### src/rtl/any1_pkg.sv
// Shared ANY-1 memory-unit definitions: load size codes, load-size decode
// and the load-aligner state encoding.
package any1_pkg;

    localparam int DBW = 256;
    localparam int NB  = DBW / 8;

    localparam logic [2:0] LD_SZ_2B    = 3'd0;
    localparam logic [2:0] LD_SZ_4B    = 3'd1;
    localparam logic [2:0] LD_SZ_8B    = 3'd2;
    localparam logic [2:0] LD_SZ_16B   = 3'd3;
    localparam logic [2:0] LD_SZ_32B   = 3'd4;
    localparam logic [2:0] LD_SZ_ILL   = 3'd5;
    localparam logic [2:0] LD_SZ_16B_A = 3'd6;
    localparam logic [2:0] LD_SZ_16B_B = 3'd7;

    typedef enum logic [1:0] {
        LA_IDLE = 2'd0,
        LA_B0   = 2'd1,
        LA_B1   = 2'd2,
        LA_DONE = 2'd3
    } LdAlignState;

    // Byte count of a load; 0 marks the illegal code. Bit 3 (zero-extend) is ignored.
    function automatic logic [5:0] ld_size(input logic [3:0] func);
        logic [5:0] n;
        case (func[2:0])
            LD_SZ_2B:    n = 6'd2;
            LD_SZ_4B:    n = 6'd4;
            LD_SZ_8B:    n = 6'd8;
            LD_SZ_16B:   n = 6'd16;
            LD_SZ_32B:   n = 6'd32;
            LD_SZ_ILL:   n = 6'd0;
            LD_SZ_16B_A: n = 6'd16;
            LD_SZ_16B_B: n = 6'd16;
            default:     n = 6'd0;
        endcase
        return n;
    endfunction

endpackage

### src/rtl/any1_ld_ext.sv
// Shift the two-beat load buffer down to the addressed byte, truncate to the
// load size, then sign- or zero-extend to the full data bus width.
module any1_ld_ext
    import any1_pkg::*;
(
    input  logic [2*DBW-1:0] lbuf_i,
    input  logic [4:0]       adr_i,
    input  logic [3:0]       func_i,
    output logic [DBW-1:0]   result_o
);

    logic [2*DBW-1:0] shifted;
    logic [5:0]       nbytes;
    logic             sign;

    always_comb begin
        shifted  = lbuf_i >> {adr_i, 3'b000};
        nbytes   = ld_size(func_i);
        result_o = '0;
        sign     = 1'b0;
        // A 32 B load has no byte above the top, so the fill loop never fires.
        if (nbytes != 6'd0) begin
            sign = ~func_i[3] & shifted[{nbytes, 3'b000} - 9'd1];
        end
        for (int b = 0; b < NB; b++) begin
            if (6'(b) < nbytes) begin
                result_o[b*8 +: 8] = shifted[b*8 +: 8];
            end else if (sign) begin
                result_o[b*8 +: 8] = 8'hFF;
            end
        end
    end

endmodule

### src/rtl/any1_load_align.sv
// ANY-1 load-return aligner: accepts a load descriptor, collects one or two
// read beats, and returns the aligned, extended result on a valid/ready port.
module any1_load_align
    import any1_pkg::*;
(
    input  logic           rst_i,
    input  logic           clk_i,
    input  logic           req_i,
    output logic           rdy_o,
    input  logic [3:0]     func_i,
    input  logic [4:0]     adr_i,
    output logic [NB-1:0]  sel_o,
    output logic           beat_o,
    input  logic           ack_i,
    input  logic [DBW-1:0] dat_i,
    output logic [DBW-1:0] res_o,
    output logic           res_v_o,
    input  logic           res_rdy_i,
    output logic           err_o
);

    LdAlignState      state_q, state_d;
    logic [3:0]       func_q, func_d;
    logic [4:0]       adr_q, adr_d;
    logic [2*DBW-1:0] lbuf_q, lbuf_d;
    logic [DBW-1:0]   res_q, res_d;
    logic             err_q, err_d;

    logic [63:0]      mask;
    logic             span;
    logic [2*DBW-1:0] beat_buf;
    logic [DBW-1:0]   ext_res;

    always_comb begin
        mask = ((64'd1 << ld_size(func_q)) - 64'd1) << adr_q;
        span = |mask[63:32];
    end

    // Buffer with the current beat merged in, so the result can be registered on the last ack edge.
    always_comb begin
        beat_buf = lbuf_q;
        if (state_q == LA_B0) begin
            beat_buf[DBW-1:0] = dat_i;
        end else if (state_q == LA_B1) begin
            beat_buf[2*DBW-1:DBW] = dat_i;
        end
    end

    any1_ld_ext u_ext (
        .lbuf_i   (beat_buf),
        .adr_i    (adr_q),
        .func_i   (func_q),
        .result_o (ext_res)
    );

    always_comb begin
        state_d = state_q;
        func_d  = func_q;
        adr_d   = adr_q;
        lbuf_d  = lbuf_q;
        res_d   = res_q;
        err_d   = err_q;
        rdy_o   = 1'b0;
        sel_o   = '0;
        beat_o  = 1'b0;
        res_v_o = 1'b0;
        case (state_q)
            LA_IDLE: begin
                rdy_o = 1'b1;
                if (req_i) begin
                    func_d = func_i;
                    adr_d  = adr_i;
                    if (ld_size(func_i) == 6'd0) begin
                        state_d = LA_DONE;
                        res_d   = '0;
                        err_d   = 1'b1;
                    end else begin
                        state_d = LA_B0;
                    end
                end
            end
            LA_B0: begin
                sel_o = mask[31:0];
                if (ack_i) begin
                    lbuf_d = beat_buf;
                    if (span) begin
                        state_d = LA_B1;
                    end else begin
                        state_d = LA_DONE;
                        res_d   = ext_res;
                        err_d   = 1'b0;
                    end
                end
            end
            LA_B1: begin
                sel_o  = mask[63:32];
                beat_o = 1'b1;
                if (ack_i) begin
                    lbuf_d  = beat_buf;
                    state_d = LA_DONE;
                    res_d   = ext_res;
                    err_d   = 1'b0;
                end
            end
            LA_DONE: begin
                res_v_o = 1'b1;
                if (res_rdy_i) begin
                    state_d = LA_IDLE;
                end
            end
            default: state_d = LA_IDLE;
        endcase
    end

    always_ff @(posedge clk_i or posedge rst_i) begin
        if (rst_i) begin
            state_q <= LA_IDLE;
            func_q  <= '0;
            adr_q   <= '0;
            lbuf_q  <= '0;
            res_q   <= '0;
            err_q   <= 1'b0;
        end else begin
            state_q <= state_d;
            func_q  <= func_d;
            adr_q   <= adr_d;
            lbuf_q  <= lbuf_d;
            res_q   <= res_d;
            err_q   <= err_d;
        end
    end

    assign res_o = res_q;
    assign err_o = err_q;

endmodule

### config.mk
export PLATFORM = sky130hd
export DESIGN_NAME = any1_load_align
export DESIGN_NICKNAME = d
export VERILOG_FILES = /design/src/rtl/any1_pkg.sv /design/src/rtl/any1_ld_ext.sv /design/src/rtl/any1_load_align.sv
export SDC_FILE = /design/constraint.sdc
export NUM_CORES = 2
export LEC_CHECK = 0
export CORE_UTILIZATION = 60
export CTS_CLUSTER_DIAMETER = 30
export DETAILED_ROUTE_END_ITERATION = 10
export DONT_BUFFER_PORTS = 1
export PLACE_DENSITY = 0.79
export REMOVE_ABC_BUFFERS = 1
export SETUP_SLACK_MARGIN = 0.5
export SLEW_MARGIN = 10
export SYNTH_ARGS = -nofsm -noshare
export SYNTH_HDL_FRONTEND = slang
export SYNTH_SLANG_ARGS = --single-unit
### constraint.sdc
create_clock -name clk_i -period 28.6 [get_ports clk_i]
set_input_delay 5.72 -clock clk_i [delete_from_list [all_inputs] [get_ports clk_i]]
set_output_delay 5.72 -clock clk_i [all_outputs]
set_load 0.1 [all_outputs]
---- Word-level counts from Yosys, hierarchy flattened ----
Memories as Yosys holds them, arrays and structs flattened.
Index checks and enable logic that the tools add are counted.
operators by class
  add/sub/neg operators ................... 2
  $lt $le $gt $ge ......................... 33
  eq/ne operators ......................... 9
  shifts and indexed selects .............. 3
  bitwise logic cells ..................... 2
  reductions and logical operators ........ 10
  multiplexer cells ....................... 64
operator list
  cell                     number
  $mux W256                8
  $pmux W256 S3            1
  $shr A512 B8 Y512        1
  $mux W8                  33
  $lt A5 B6 Y1 const A     16
  $pmux W32 S2             1
  $shl A1 B6 Y64 const A   1
  $shl A64 B5 Y64          1
  $sub A64 B1 Y64 const B  1
  $lt A4 B6 Y1 const A     8
  $reduce_or A32 Y1        1
  $lt A3 B6 Y1 const A     4
  $lt A1 B6 Y1 const A     2
  $lt A2 B6 Y1 const A     2
  $mux W6                  2
  $ne A2 B2 Y1 const B     6
  $mux W1                  11
  $lt A9 B10 Y1 const B    1
  $mux W2                  5
  $bmux W1 S9              1
  $sub A9 B1 Y9 const B    1
  $pmux W2 S4              1
  $logic_not A6 Y1         1
  $reduce_and A6 Y1        1
  11 further kinds         13
word-level totals
  logic and storage cells ................. 132
  ROM bits ................................ 120
  bits in registers ....................... 780
  memories ................................ 3
  bits of input ports ..................... 270
memories
  name              depth  width  rd ports  clocked after Yosys merged registers in  wr ports  line            RTL
  (name not given)  8      5      1         0                                        0         any1_pkg.sv:27  case (func[2:0])
  (name not given)  8      5      1         0                                        0         any1_pkg.sv:27
  (name not given)  8      5      1         0                                        0         any1_pkg.sv:27

---- Logic depth before layout (Yosys ltp) ----
  word-level depth ........................ 13
  mapped depth ............................ 20
  depth with buffers taken out ............ 12

---- Hierarchy ----
From an unflattened synthesis, not the netlist that was laid out.
unflattened totals
  cells, all modules ...................... 7186
  area total of the unflattened synthesis .. 71800.1 sq um
by module, submodules not included
  module           seq. area each (sq um)  area an instance (sq um)  instances  cells an instance
  any1_load_align  19518.7                 44521.4                   1          4280
  any1_ld_ext      0.0                     27278.7                   1          2906

---- Least setup slack after synthesis ----
OpenSTA, ideal clock, no wires.
  path type ............................... register to output
  start ................................... register func_q[2]
  end ..................................... output sel_o[29]
  cell stages (with the launch flop) ...... 14
  data required time ...................... 22.880 ns
  arrival ................................. 4.867 ns
  path slack .............................. 18.013 ns
  cells stage by stage .................... dfrtp_1 -> clkbuf_1 -> clkbuf_1 -> clkbuf_1 -> nor2_1 -> clkbuf_1 -> nand2_1 -> ha_1 -> nor2b_1 -> nand3_1 -> clkbuf_1 -> nor2_1 -> a32oi_1 -> o32ai_1
between the ends
  word-level cells in the longest chain between the ends .. 5
RTL lines
  item                      line                    RTL
  start: declaration        any1_load_align.sv:23   logic [3:0] func_q, func_d;
  start signal: assignment  any1_load_align.sv:125  func_q <= func_d;
  $mem_v2 Z8 W5             --
  $shl A1 B6 Y64            any1_load_align.sv:35   mask = ((64'd1 << ld_size(func_q)) - 64'd1) << adr_q;
  $sub A64 B1 Y64           any1_load_align.sv:35
  $shl A64 B5 Y64           any1_load_align.sv:35
  $pmux W32 S2              any1_load_align.sv:67   case (state_q)
  end: declaration          any1_load_align.sv:12   output logic [NB-1:0] sel_o,
No other way between the ends.

---- Worst setup path after layout ----
  start ................................... register adr_q[3]
  end ..................................... output sel_o[3]
between the ends
  word-level cells in the longest chain between the ends .. 2
RTL lines
  item                      line                    RTL
  start: declaration        any1_load_align.sv:24   logic [4:0] adr_q, adr_d;
  start signal: assignment  any1_load_align.sv:126  adr_q <= adr_d;
  $shl A64 B5 Y64           any1_load_align.sv:35
  $pmux W32 S2              any1_load_align.sv:67
No other way between the ends.

==> summary.md <==
| Metric | Value |
|---|---|
| Status | `complete, no violations` |
| XOR/XNOR Fraction of Synth Area | `0.000677` |
| Met3 routed WL | `29600 µm` |
| DP HPWL | `151000 µm` |
| Pin count of the biggest net entering global routing | `159` |
| Synth Instances | `5820` |
| Worst R2R Start | `adr_q[3]` |
| Most common cell after layout, fill and taps aside | `dfrtp_1` |
| Post-CTS Setup Inserts | `0` |
| Cell area after layout | `69800 µm²` |
| Die Y | `326 µm` |
| Die W | `326 µm` |
| Port Buffer Count | `0` |
| Clk slew on worst S/H paths | `0.05 ns` |
| Hold Path Depth | `1` |
| GR Overflow Total | `0` |
| YS warnings | `0` |
| Hold Worst Slack | `0.504 ns` |
| Number of synthesized flops with an enable pin | `0` |
| Largest stage delay on the critical path | `0.89 ns` |
| Max Used Layer | `met5` |
| Syn Area/Cell | `10.8 µm²` |
| Placed Instances | `6652` |
| CP max FO | `77` |
| Number of max-cap violations | `0` |
| I/O pin cnt | `562` |
| Crit path depth | `9` |
| 1st-iter DRT viols | `7186` |
| Worst Min Path Start | `lbuf_q[503]` |
| Synth Area in Compound Gates | `0.130` |
| Crit path from | `adr_q[3]` |
| Htree depth | `4` |
| Mux cell area share after synthesis | `0.429` |
| CORE AREA | `104000 µm²` |
| Data arrival, critical path | `5.55 ns` |
| Met2 WL | `102000 µm` |
| Yosys reg bits | `772` |
| Final worst path period share | `0.394` |
| Worst Path Required | `22.88 ns` |
| RSZ-0062 raised after global routing | `false` |
| Final TNS setup | `0 ns` |
| Max Freq | `0.0888 GHz` |
| Filler Cells Inserted | `7547` |
| Critical Path Start Type | `register` |
| Largest family of logic cells by synthesized area | `multiplexers` |
| Cts hold-fix bufs | `0` |
| Cell family with most CP delay | `buffers and inverters` |
| Area grow syn2layout | `11.1%` |
| Routed WL | `232000 µm` |
| Post-DP Area | `63000 µm²` |
| RD Place Congestion | `0.984` |
| Unique cell type count in the Yosys netlist | `81` |
| Antenna viol nets, final | `0` |
| Post-synthesis sequential area ratio | `0.307` |
| Most used cell, CP | `buf_4` |
| Area share of fa/ha/maj cells after synthesis | `0.000996` |
| Root Buffer | `clkbuf_16` |
| Post-Route M1 WL | `84100 µm` |
| Iteration count of the initial detailed-routing pass | `6` |
| Clk Latency, worst-skew pair | `0.81 ns` |
| CTS tree | `done` |
| Vias/cell | `7.74` |
| DRC errors left | `0` |
| Final Instance Count excl. Fillers | `6996` |
| Ys flop type | `dfrtp_1` |
| R2r worst-path depth | `12` |
| Final min period | `11.27 ns` |
| Per-cell routed wire length | `33.2 µm` |
| Via count | `54200` |
| Critical path capture point type | `primary output` |
| Total Routing Usage GR | `0.432` |
| Commonest non-fill, non-tap cells in the layout | `dfrtp_1, mux2_2, mux2i_1, nand2_1, mux4_2` |
| Hold Violations, Final | `0` |
| CTS sink cnt | `772` |
| Slew HR | `0.132` |
| Die area | `106000 µm²` |
| Nets | `5734` |
| Row count | `118` |
| Initial core utilization | `0.606` |
| CP cell instances | `buf_4 > buf_4 > buf_4 > a21oi_1 > o21a_1 > a211o_1 > a21oi_1 > a41oi_1 > nor2_2` |
| Max Transition Viols Final | `0` |
| Cell Area, Synth | `62800 µm²` |
| CP Class | `reg -> out` |
| Slew @ Worst Pin | `1.30 ns` |
| Resize count post-CTS | `0` |
| Share of cells above drive strength 1 | `0.311` |
| Ys async rst share | `1.00` |
| Hold/Removal Path Class | `reg -> reg` |
| Simple-Gate Fraction of Synth Area | `0.0884` |
| First-pass GRT wire length | `348000 µm` |
| CP bufs+invs | `3` |
| Setup violations, final | `0` |
| Vias in the first global route | `53600` |
| Num CTS Buffers | `185` |
| Critical Path Slowest Stage Cell | `nor2_2` |
| Clk buf depth | `3` |
| Clock skew | `0.0595 ns` |
| Antenna violations before repair | `6` |
## area by class of cell
type                            instances  area [µm²]  share of cell area
Multi-Input combinational cell       4379       41000               0.587
Sequential cell                       772       19300               0.277
Antenna cell                            3        7.51            0.000108
Inverter                               18         103             0.00147
Timing Repair Buffer                  103         848              0.0121
Tap cell                             1380        1730              0.0247
Clock buffer                          227        5050              0.0723
Clock inverter                        114        1730              0.0248
## Yosys cell counts, types with 9 or more instances
library cell	instances	area [µm²]
buf_1	101	379
a32oi_1	22	193
a211oi_1	27	203
nand3_1	139	696
dfrtp_1	772	19300
inv_1	14	52.6
a21oi_1	154	771
nand2b_1	18	113
o221ai_1	154	1350
nor3_1	102	510
o211ai_1	81	608
a21o_1	12	90.1
nor2_1	337	1260
o21ai_0	319	1600
or2_2	10	62.6
nor2b_1	17	106
o31ai_1	15	113
or3_1	15	93.8
a22oi_1	176	1320
a211o_1	67	587
buf_4	15	113
buf_2	112	561
clkbuf_1	419	1570
nand2_1	614	2300
and2_1	22	138
o211a_1	9	90.1
a311oi_1	25	219
mux4_2	590	13300
a31oi_1	26	163
mux2_2	650	7320
mux2i_1	630	6310
o22ai_1	10	62.6
## sequential cells by signal (all words and copies together), names as in the netlist
name / cells
lbuf_q: 504
res_o: 256
adr_q: 5
func_q: 4
state_q: 2
err_o: 1
## final timing paths
path	end	slack [ns]
max	sel_o[3]	17.33
min	lbuf_q[503]	0.50
max reg2reg	res_o[12]	21.65
min reg2reg	lbuf_q[503]	0.50
max in group asynchronous	res_o[51]	20.59
min in group asynchronous	lbuf_q[449]	4.89
## stage by stage
step,setup WS [ns],utilization
4_1_cts,17.46,0.674
5_1_grt,17.17,0.674
3_5_place_dp,18.27,0.608
3_3_place_gp,18.29,0.608
2_1_floorplan,-9.02,-
6_report,17.33,0.674
## cell families after synthesis
| kind of cell | after synthesis |
|---|---|
| compound gates | 1189 |
| xor+xnor | 4 |
| fa+ha+maj | 5 |
| buf+inv | 669 |
| flops | 772 |
| mux | 1871 |
| simple gates | 1310 |
## worst register-to-register path, delay by kind of cell (launching register included)
family                 cells  cell delay, ns
flip-flops                 1            0.74
multiplexers               1            0.49
buffers and inverters      5            3.36
AO/OA/AOI/OAI              3            1.56
AND/OR/NAND/NOR            3            0.70
## layer usage
| layer | vias to the layer above | global-route usage |
|---|---|---|
| met1 | 27200 | 0.559 |
| met2 | 4105 | 0.634 |
| met3 | 888 | 0.139 |
| met5 | - | 0 |
| met4 | 4 | 0.261 |
| li1 | 22000 | - |
Power is not shown: default switching activity piles up to over one toggle a cycle in this logic, so the estimate is an artifact.
